--- src/rtl/memory_unit.sv ---
// CPU bus target: decodes SDRAM / flash / I/O / unmapped and runs one start/done access at a time.
// bus_done 2 cycles after accept (I/O, unmapped) or 1 cycle after slave done; bus_start ignored outside IDLE.
module memory_unit #(
  parameter int TIMEOUT = 1023
) (
  input  logic        clk,
  input  logic        reset,
  input  logic [26:0] bus_addr,
  input  logic [31:0] bus_data,
  input  logic        bus_we,
  input  logic        bus_start,
  output logic [31:0] bus_q,
  output logic        bus_done,
  output logic        bus_err,
  output logic [25:0] sdram_addr,
  output logic [31:0] sdram_data,
  output logic        sdram_we,
  output logic        sdram_start,
  input  logic [31:0] sdram_q,
  input  logic        sdram_done,
  output logic [22:0] flash_addr,
  output logic        flash_start,
  input  logic [31:0] flash_q,
  input  logic        flash_done,
  output logic [7:0]  io_addr,
  output logic [31:0] io_data,
  output logic        io_we,
  output logic        io_sel,
  input  logic [31:0] io_q
);

  typedef enum logic [1:0] {IDLE, ACCESS, DONE} state_t;
  typedef enum logic [1:0] {R_SDRAM, R_FLASH, R_IO, R_NONE} region_t;

  localparam logic [9:0] TMO_LAST = 10'(TIMEOUT - 1);

  state_t      state, state_n;
  region_t     region, dec_region;
  logic [25:0] lat_addr;
  logic [31:0] lat_data;
  logic        lat_we;
  logic [9:0]  tmo_cnt;
  logic        timed_out;
  logic        accept;
  logic        slave_done;
  logic [31:0] slave_q;
  logic        tmo_hit;

  always_comb begin
    dec_region = R_NONE;
    if (!bus_addr[26])                 dec_region = R_SDRAM;
    else if (bus_addr[25:23] == 3'b000) dec_region = R_FLASH;
    else if (bus_addr[25:23] == 3'b001) dec_region = R_IO;
  end

  // I/O, unmapped and flash writes complete on the first ACCESS edge.
  always_comb begin
    slave_done = 1'b1;
    slave_q    = '0;
    case (region)
      R_SDRAM: begin
        slave_done = sdram_done;
        slave_q    = sdram_q;
      end
      R_FLASH: begin
        slave_done = lat_we | flash_done;
        slave_q    = flash_q;
      end
      R_IO:    slave_q = io_q;
      default: ;
    endcase
  end

  assign accept  = (state == IDLE) && bus_start;
  assign tmo_hit = (state == ACCESS) && !slave_done && (tmo_cnt == TMO_LAST);

  always_ff @(posedge clk or negedge reset) begin
    if (!reset) state <= IDLE;
    else        state <= state_n;
  end

  always_comb begin
    state_n = state;
    case (state)
      IDLE:    if (bus_start) state_n = ACCESS;
      ACCESS:  if (slave_done || tmo_hit) state_n = DONE;
      DONE:    if (bus_done) state_n = IDLE;
      default: state_n = IDLE;
    endcase
  end

  always_ff @(posedge clk or negedge reset) begin
    if (!reset) begin
      region      <= R_NONE;
      lat_addr    <= '0;
      lat_data    <= '0;
      lat_we      <= 1'b0;
      tmo_cnt     <= '0;
      timed_out   <= 1'b0;
      bus_q       <= '0;
      bus_done    <= 1'b0;
      bus_err     <= 1'b0;
      sdram_start <= 1'b0;
      flash_start <= 1'b0;
      io_sel      <= 1'b0;
    end else begin
      sdram_start <= 1'b0;
      flash_start <= 1'b0;
      io_sel      <= 1'b0;
      // DONE spans two cycles: the settle cycle, then the bus_done cycle.
      bus_done    <= (state == DONE) && !bus_done;
      bus_err     <= (state == DONE) && !bus_done && timed_out;
      if (accept) begin
        region      <= dec_region;
        lat_addr    <= bus_addr[25:0];
        lat_data    <= bus_data;
        lat_we      <= bus_we;
        tmo_cnt     <= '0;
        timed_out   <= 1'b0;
        sdram_start <= (dec_region == R_SDRAM);
        flash_start <= (dec_region == R_FLASH) && !bus_we;
        io_sel      <= (dec_region == R_IO);
      end else if (state == ACCESS) begin
        if (slave_done) begin
          if (!lat_we) bus_q <= slave_q;
        end else if (tmo_hit) begin
          timed_out <= 1'b1;
          if (!lat_we) bus_q <= '0;
        end else begin
          tmo_cnt <= tmo_cnt + 10'd1;
        end
      end
    end
  end

  assign sdram_addr = lat_addr;
  assign sdram_data = lat_data;
  assign sdram_we   = lat_we && (region == R_SDRAM);
  assign flash_addr = lat_addr[22:0];
  assign io_addr    = lat_addr[7:0];
  assign io_data    = lat_data;
  assign io_we      = lat_we && (region == R_IO);

endmodule

--- config.mk ---
export PLATFORM = sky130hd
export DESIGN_NAME = memory_unit
export DESIGN_NICKNAME = d
export VERILOG_FILES = /design/src/rtl/memory_unit.sv
export SDC_FILE = /design/constraint.sdc
export NUM_CORES = 1
export LEC_CHECK = 0
export BUFFER_PORTS_ARGS = -buffer_cell sky130_fd_sc_hd__buf_4
export CAP_MARGIN = 5
export CELL_PAD_IN_SITES_DETAIL_PLACEMENT = 1
export CELL_PAD_IN_SITES_GLOBAL_PLACEMENT = 1
export CORE_ASPECT_RATIO = 0.9
export CORE_MARGIN = 2
export CORE_UTILIZATION = 30
export CTS_BUF_LIST = sky130_fd_sc_hd__clkbuf_8
export CTS_CLUSTER_DIAMETER = 40
export DETAILED_ROUTE_END_ITERATION = 10
export PLACE_DENSITY = 0.88
export SLEW_MARGIN = 20
export SYNTH_ARGS = -nofsm -noshare
export SYNTH_HDL_FRONTEND = slang
export SYNTH_SLANG_ARGS = --single-unit
--- constraint.sdc ---
create_clock -name clk -period 2.3 [get_ports clk]
set_clock_uncertainty 0.2 [all_clocks]
set_input_delay 0.115 -clock clk [delete_from_list [all_inputs] [get_ports clk]]
set_output_delay 0.115 -clock clk [all_outputs]
set_load 0.05 [all_outputs]
* Word level (Yosys, flattened, before mapping)
Cells that the tools add are included.
Widths: inputs -> output; s select.
** Storage, ports and cells
- Bits in writable memories :: 0
- Memories kept :: 0
- Bits in latches :: 0
- Output and inout port bits :: 160
- Bits in read-only memories :: 0
- Bits in registers :: 111
** Cells by class
- Equality and inequality tests :: 15
- Multipliers :: 0
- Mux-type cells :: 24
- Shifts and indexed selects :: 0
- Divide/modulo/power cells :: 0
- Bitwise gates (word level) :: 2
- Add/sub/neg operators :: 1
- $lt $le $gt $ge :: 0
- Reductions and logical operators :: 23
** Operators by type and width (count)
- $mux 32 :: 4
- $pmux 32 s3 :: 1
- $mux 10 :: 4
- $ne 2x2->1 const B :: 6
- $add 10x1->10 const B :: 1
- $eq 10x10->1 const B :: 1
- $mux 2 :: 5
- $reduce_and 3->1 :: 3
- $logic_and 1x1->1 :: 8
- $mux 1 :: 8
- $eq 2x1->1 const B :: 3
- $eq 2x2->1 const B :: 3
- $logic_not 2->1 :: 3
- $pmux 2 s3 :: 1
- $reduce_bool 2->1 :: 3
- $reduce_and 5->1 :: 1
- $eq 3x1->1 const B :: 1
- $logic_not 1->1 :: 3
- $logic_not 3->1 :: 1
- $ne 2x1->1 const B :: 1
- $pmux 1 s2 :: 1
- $logic_or 1x1->1 :: 1
- $not 1->1 :: 1
- $or 1x1->1 :: 1

* Depth between registers and ports, before layout
Gate-level depths: netlist of run 1.
- Word-level depth :: 9
- Gate-level depth with buffers :: 7
- Mapped depth without buffers :: 6

* Worst setup path after synthesis of run 1
OpenSTA, ideal clock, no wires.
- Kind :: reg2out
- Start :: register region[0]
- End :: output sdram_we
- Cell stages (with the launch flop) :: 4
- Path slack :: 117 ps
- Arrival :: 1868 ps
- Cell sequence :: dfstp_2 clkbuf_1 clkbuf_1 nor3b_1
** On the way
- Cells in the longest elaborated chain, start to end :: 2
** Ends and longest elaborated chain
- from (decl) :: line 38 : region_t region, dec_region;
- from (signal assigned) :: line 114 : region <= dec_region;
- $logic_not 2->1 :: line 138 : assign sdram_we = lat_we && (region == R_SDRAM);
- $logic_and 1x1->1 :: line 138
- to (decl) :: line 17 : output logic sdram_we,
No other way between the ends.

* Worst setup path in the final report of run 1
- Start :: register region[0]
- End :: register bus_q[26]
** On the way
- Cells in the longest elaborated chain, start to end :: 7
- Elaborated cells on any way between the ends :: 14
- Classes of those cells :: eq/ne (4); mux (4); reduce/logical (6)
** Ends and longest elaborated chain
- $eq 2x1->1 or $logic_not 2->1 (tied branches) :: line 60 : case (region)
- $pmux 1 s2 :: line 60
- $logic_not 1->1 :: line 75 : assign tmo_hit = (state == ACCESS) && !slave_done && (tmo_cnt == TMO_LAST);
- $logic_and 1x1->1 (2 in series) :: line 75
- $ne 2x2->1 (no source line) or $reduce_bool 2->1 (tied branches)
- $reduce_and 5->1 (no source line)
- to (signal assigned) :: line 125 : if (!lat_we) bus_q <= slave_q;
- to (decl) :: line 12 : output logic [31:0] bus_q,
Several ways; a longest one is shown, not always the timed one. The select of a mux whose other input is x is not followed.
A chain may end at the register's enable or synchronous reset.

==> flow_summary.yaml, run 1 <==
run_status:
  status: "finished clean"
placed_design:
  postPlaceCellArea_um2: 8210
  dp_cells: 1118
  hpwl_um: 15200
  portBuffers: 320
  place_worst_setup_slack_ns: 0.188
  routability_congestion_estimate_from_global_placement: 0.799
cells_and_area:
  flow.area_growth_from_synthesis_pct: 56.0
  final_cells: 1229
  postLayoutCellArea_um2: 9330
  final-seq-area_um2: 2780
  multiInputGateArea_um2: 2500
  num-fill-cells: 2221
  layout.core_utilization: 0.483
  final_layout_size_suffix_gt1_frac: 0.439
  finalNetCount: 1136
clocking:
  cts.root.buffer_cell: "sky130_fd_sc_hd__clkbuf_8"
  cts.sinks: 111
  post_cts_resized: 0
  cts_buffers: 9
  clock_tree.htree_level_count: 3
  cts_tree: "yes"
  clk_path_buf_depth: 2
  clock_latency_on_the_worst_skew_pair_ns: 0.37
  cts.reportedPaths.clkPinSlew_ns: 0.11
min_path:
  whs_endpoint: "bus_q[10]"
  hold_class: "in -> reg"
  worst_hold_startpoint: "flash_q[10]"
  timing.hold.worst_path_depth: 4
global_route:
  grt.met1_usage: 0.228
  global_routing_met2_resource_utilization: 0.381
  grt-busiest-layer: "met2"
  grt_overflow_total: 0
  antenna_found_initial: 1
  grt_pass1_wl_um: 34400
  global_route.usage.met3: 0.0425
  grt_max_degree: 50
  first_global_vias: 6420
  grt.total_usage: 0.205
drt:
  num_vias: 5743
  drtAntennaViolNets: 0
  drt-vias-per-instance: 4.67
  drtPass1Iterations: 4
  drc_violations_left: 0
  finalWirelength_um: 22300
  detailedRoute.firstIterationViolations: 202
  routedWlPerCell_um: 18.1
power:
  static-leakage-power_nw: 4.87
  pwr_density_cell_nw_per_um2: 1590
  cellInternalPower_mw: 6.48
  pwr-share-comb: 0.684
  pwr-share-clk: 0.077
  ir_drop_uv: 886
  netSwitchingFraction: 0.563
  share_seq_of_total_power: 0.239
  netsw_mw: 8.35
sta:
  setup_tns_ns: 0
  slew_headroom: 0.593
  worst_slew_pin_slew_ns: 0.605
  finalCriticalPeriod_ns: 2.17
  drv_slew: 0
  report.final.hold_viol_count: 0
  final.setup.worst_slack_ns: 0.131
  setup_viol: 0
  final_period_utilization: 0.943
  rsz0062_at_grt: "false"
  clock.fmax_ghz: 0.461
critical_path:
  crit_buf_inv: 1
  crit-reg2reg-capture: "bus_q[26]"
  critical_path.reg2reg.startpoint: "region[0]"
  setup.worst_path.class: "reg -> reg"
  critical-path-max-stage-delay_ns: 0.58
  critical_path.endpoint_type: "flop"
  setup_slack_of_the_most_critical_reg_to_reg_path_ns: 0.13
  critical-path-top-delay-family: "flip-flops"
  cp_cell_sequence: "nor4b_4 > nor2_2 > o21ai_4 > buf_12 > mux2_2"
  worst_path_max_delay_cell: "sky130_fd_sc_hd__dfstp_2"
  reg2regPathDepth: 5
  worstSetupStartpointType: "flop"
  critical_path.max_fanout: 32
  worst-endpoint-arrival_ns: 2.23
  worstPathRequired_ns: 2.36
floorplanning:
  die-width_um: 153
  num_io_pins: 321
  placementRows: 48
  core_region_area_um2: 19300
  dieHeight_um: 138
  die_area_um2: 21100
  starting_density_of_the_core: 0.309
logic_synthesis:
  ys_dominant_reg_cell: "sky130_fd_sc_hd__dfrtp_1"
  synthCells: 630
  synth_warnings: 0
  postSynthRegisterBits: 111
  synth-edff-count: 0
  synth_cell_types: 47
  synth_nets: 793
  syn_avg_cell_area_um2: 9.49
  seq_area_frac_synth: 0.465
  ys_async_sr_fraction: 1.00
  netlist_area_um2: 5980
flow_run:
  max_cap_viol_count: 0
-- worst reg2reg max path, stage by stage (launching register included) --
cell                      delay (ns)
sky130_fd_sc_hd__dfstp_2        0.58
sky130_fd_sc_hd__nor4b_4        0.31
sky130_fd_sc_hd__nor2_2         0.10
sky130_fd_sc_hd__o21ai_4        0.18
sky130_fd_sc_hd__buf_12         0.28
sky130_fd_sc_hd__mux2_2         0.41
-- power groups by stage --
stage	Combinational, mW	Sequential, mW	Clock [mW]
final	10.1	3.54	1.14
after detailed placement	10.0	3.54	0
after floorplan	5.22	5.88	0
after global routing	10.6	3.66	1.27
after CTS	10.1	3.53	1.21
after global placement	9.78	3.50	0
-- logic make-up (layout without fill, tap and decap cells) --
logic type,count (synthesis),count (layout),share of synthesized area
AOI/OAI and AO/OA,59,59,0.0573
adders and majority gates,2,2,0.00418
buffers and inverters,101,449,0.118
DFF,111,111,0.465
muxes,66,66,0.136
other,0,1,0
and+or+nand+nor,291,291,0.219
-- routing by layer --
layer	routed length, um	vias to the layer above	share of wire
li1	-	2670	-
met1	8390	2823	0.38
met2	11900	188	0.53
met3	1010	62	0.045
met4	966	0	0.043
met5	0	-	0
-- Yosys cell counts, types with 3 or more instances --
master	n	area share
sky130_fd_sc_hd__dfrtp_1	109	0.46
sky130_fd_sc_hd__o31ai_1	3	0.0038
sky130_fd_sc_hd__mux2i_1	34	0.057
sky130_fd_sc_hd__buf_4	67	0.084
sky130_fd_sc_hd__nand3_1	4	0.0033
sky130_fd_sc_hd__buf_6	3	0.0056
sky130_fd_sc_hd__buf_12	3	0.010
sky130_fd_sc_hd__mux2_4	30	0.075
sky130_fd_sc_hd__nor2_1	5	0.0031
sky130_fd_sc_hd__or3_1	5	0.0052
sky130_fd_sc_hd__clkbuf_1	16	0.010
sky130_fd_sc_hd__nand2_1	217	0.14
sky130_fd_sc_hd__nor3b_1	3	0.0038
sky130_fd_sc_hd__buf_2	5	0.0042
sky130_fd_sc_hd__or2_2	32	0.033
sky130_fd_sc_hd__nor3_1	4	0.0033
sky130_fd_sc_hd__a21oi_1	38	0.032
sky130_fd_sc_hd__inv_1	5	0.0031
sky130_fd_sc_hd__o21ai_0	9	0.0075
-- flip-flops by register name (all words and copies together) (netlist names) --
register,cells
region,2
state,2
timed_out,1
tmo_cnt,10
sdram_start,1
flash_start,1
bus_done,1
sdram_addr,26
bus_err,1
io_sel,1
io_data,32
lat_we,1
bus_q,32
-- how the worst max path moves through the flow --
stage,start,to,slack (ns),depth (start not counted)
final,region[0],bus_q[26],0.13,5
after global routing,tmo_cnt[0],bus_q[26],0.03,7
after CTS,region[1],io_we,0.14,3
after detailed placement,region[0],bus_q[25],0.19,5
after global placement,region[0],bus_q[26],0.26,5
after floorplan,region[0],sdram_we,0.12,3
-- area by class of cell --
cell class | count | share of cell area
repair buffers | 428 | 0.379
flip-flops and latches | 111 | 0.298
multi-input cells | 418 | 0.268
well taps | 250 | 0.0335
clock buffers | 10 | 0.0147
clock inverters | 6 | 0.00469
inverters | 5 | 0.00201
diodes | 1 | 0.000268
-- stage by stage --
stage	hold WS, ns	total power, mW
5_1_grt	0.0145	15.5
2_1_floorplan	-0.381	11.1
3_3_place_gp	-0.0642	13.3
6_report	0.00858	14.8
3_5_place_dp	-0.0497	13.5
4_1_cts	0.000169	14.9
-- timing repair --
item	4_1_cts	5_1_grt
buffers inserted	0	0
hold buffers	94	0
hold endpoints to repair	206	0
-- placed cells by master, fill, tap and decap left out, drive strengths merged, types with 2 or more instances in the layout --
master         n
dfstp          2
nand2        218
mux2          32
o311ai         2
nand3          4
or4            2
a21oi         39
or2           32
nand2b         2
nor2           6
o21ai         11
and2           2
mux2i         34
clkinv         3
dfrtp        109
o31ai          3
clkbuf        10
inv            7
nor3           6
or3            5
nor2b          2
nor3b          3
dlygate4sd3   94
buf          334
ha             2
Power figures use the tool's default switching activity.
==> run 2, diff against run 1 <==
RECOVER_POWER = 100   (was not set)
==> run 2 against run 1 <==
  * Utilization shrank 3.8 points
  * Largest cell class unchanged
  * Register-to-register slack is essentially flat
  * Combinational power decreased by 13%
  * Sequential share of layout area increased by 2.6 points
  * Die area unchanged
  * Worst setup slack better by 0.0018 ns
  * Cell area fell by 8.0%
  * Power is 9.8% lower
  * Critical path depth fell by 2
  * Global-route usage unchanged
  * Clock-buffer cell count is the same
  * Routed wire length is essentially flat
==> flow_summary.yaml, run 2 (synthesized netlist as in run 1, its figures left out) <==
critical_path:
  cp-startpoint: "region[1]"
  critical_path.endpoint_type: "primary output"
  worst_path_max_delay_cell: "sky130_fd_sc_hd__dfstp_2"
  setup_slack_of_the_most_critical_reg_to_reg_path_ns: 0.14
  critical-path-max-stage-delay_ns: 0.72
  reg2regPathDepth: 5
  worstSetupStartpointType: "flop"
  critical_path.endpoint: "io_we"
  critical_path.reg2reg.startpoint: "region[1]"
  critical_path.max_fanout: 33
  cp_cell_sequence: "buf_12 > and3b_1 > clkbuf_4"
  crit-reg2reg-capture: "bus_q[31]"
  worst-endpoint-arrival_ns: 1.85
  setup.worst_path.class: "reg -> out"
  worstPathRequired_ns: 1.99
drt:
  num_vias: 5758
  drtPass1Iterations: 4
  finalWirelength_um: 22300
  routedWlPerCell_um: 18.1
  drtAntennaViolNets: 0
  drt-vias-per-instance: 4.69
  detailedRoute.firstIterationViolations: 191
  drc_violations_left: 0
flow_run:
  max_cap_viol_count: 0
placed_design:
  portBuffers: 320
  routability_congestion_estimate_from_global_placement: 0.799
  dp_cells: 1118
  hpwl_um: 15200
sta:
  slew_headroom: 0.293
  setup_tns_ns: 0
  finalCriticalPeriod_ns: 2.17
  rsz0062_at_grt: "false"
  setup_viol: 0
  final.hold.worst_slack_ns: 0.000820
  drv_slew: 0
  report.final.hold_viol_count: 0
  final_period_utilization: 0.942
  clock.fmax_ghz: 0.461
  worst_slew_pin_slew_ns: 1.06
clocking:
  cts.sinks: 111
  clock_latency_on_the_worst_skew_pair_ns: 0.37
  cts.reportedPaths.clkPinSlew_ns: 0.11
  post_cts.repair.setup_buffers: 0
  cts.root.buffer_cell: "sky130_fd_sc_hd__clkbuf_8"
  cts_buffers: 9
  clock_tree.htree_level_count: 3
  clk_path_buf_depth: 2
  cts_tree: "yes"
power:
  static-leakage-power_nw: 4.13
  pwr-share-comb: 0.653
  totalPowerFinal_mw: 13.4
  share_seq_of_total_power: 0.261
  cellInternalPower_mw: 5.12
  pwr-share-clk: 0.086
  netsw_mw: 8.27
  netSwitchingFraction: 0.617
  pwr_density_cell_nw_per_um2: 1560
  ir_drop_uv: 764
global_route:
  grt_overflow_total: 0
  first_global_vias: 6420
  grt_pass1_wl_um: 34400
  grt.total_usage: 0.205
  antenna_found_initial: 1
  grt_max_degree: 50
cells_and_area:
  final_cells: 1229
  layout_common_cells: "sky130_fd_sc_hd__nand2_1, sky130_fd_sc_hd__buf_4, sky130_fd_sc_hd__clkbuf_1, sky130_fd_sc_hd__dfrtp_1, sky130_fd_sc_hd__dlygate4sd3_1"
  layout.cells.most_common: "sky130_fd_sc_hd__nand2_1"
  final_layout_size_suffix_gt1_frac: 0.247
  finalNetCount: 1136
  flow.area_growth_from_synthesis_pct: 43.6
  num-fill-cells: 2332
floorplanning:
  starting_density_of_the_core: 0.309
  die-width_um: 153
  num_io_pins: 321
  placementRows: 48
  die_area_um2: 21100
  dieHeight_um: 138
  core_region_area_um2: 19300
run_status:
  status: "finished clean"
min_path:
  worst_hold_startpoint: "flash_q[10]"
  hold_class: "in -> reg"
[run 2: cell types whose count changed in the layout (fill, tap and decap cells not counted), sizes merged]
cell,before,now
clkbuf,10,174
buf,334,170
[run 2: worst min path at each step]
| stage | endpoint | slack (ns) | cells after the start |
|---|---|---|---|
| 5_1_grt | bus_q[10] | -0.004 | 4 |
| 3_5_place_dp | bus_q[3] | -0.05 | 1 |
| 2_1_floorplan | bus_done | -0.38 | 0 |
| 6_report | bus_q[10] | 0.0008 | 4 |
| 4_1_cts | bus_q[10] | 0.0002 | 4 |
| 3_3_place_gp | bus_q[3] | -0.06 | 1 |
[run 2: what timing repair did]
item | in CTS | in global routing
endpoints found under the hold margin | 206 | 0
gates resized for setup | 0 | 0
hold buffers | 94 | 0
[run 2: metrics by stage]
stage / utilization / setup WS, ns / area [um2]
2_1_floorplan: - / 0.117 / 5980
3_3_place_gp: 0.424 / 0.259 / 8210
3_5_place_dp: 0.424 / 0.188 / 8210
4_1_cts: 0.482 / 0.137 / 9330
5_1_grt: 0.444 / 0.0211 / 8590
6_report: 0.444 / 0.132 / 8590
[run 2: power groups by stage]
stage               clock (mW)  sequential, mW  combinational (mW)
floorplan                    0            5.88                5.22
global placement             0            3.50                9.78
detailed placement           0            3.54                10.0
CTS                       1.21            3.53                10.1
global route              1.27            3.62                9.22
finish                    1.15            3.50                8.74
[run 2: worst max-delay path, delay by kind of cell (launching register included)]
family	cells	cell delay [ns]
flops	1	0.72
buf+inv	2	0.52
simple gates	1	0.21
[run 2: final cells by class]
class,count,area [um2],area share
Clock inverter,6,43.8,0.00510
Sequential cell,111,2780,0.324
Multi-Input combinational cell,418,2390,0.278
Antenna cell,1,2.50,0.000291
Inverter,5,18.8,0.00219
Timing Repair Buffer,428,2900,0.338
Tap cell,250,313,0.0364
Clock buffer,10,138,0.0160
[run 2: routing by layer]
metal / routed length [um] / vias up / global-route usage
li1: - / 2666 / -
met1: 8340 / 2823 / 0.228
met2: 11900 / 205 / 0.381
met3: 1070 / 64 / 0.0425
met4: 984 / 0 / 0.0952
met5: 0 / - / 0
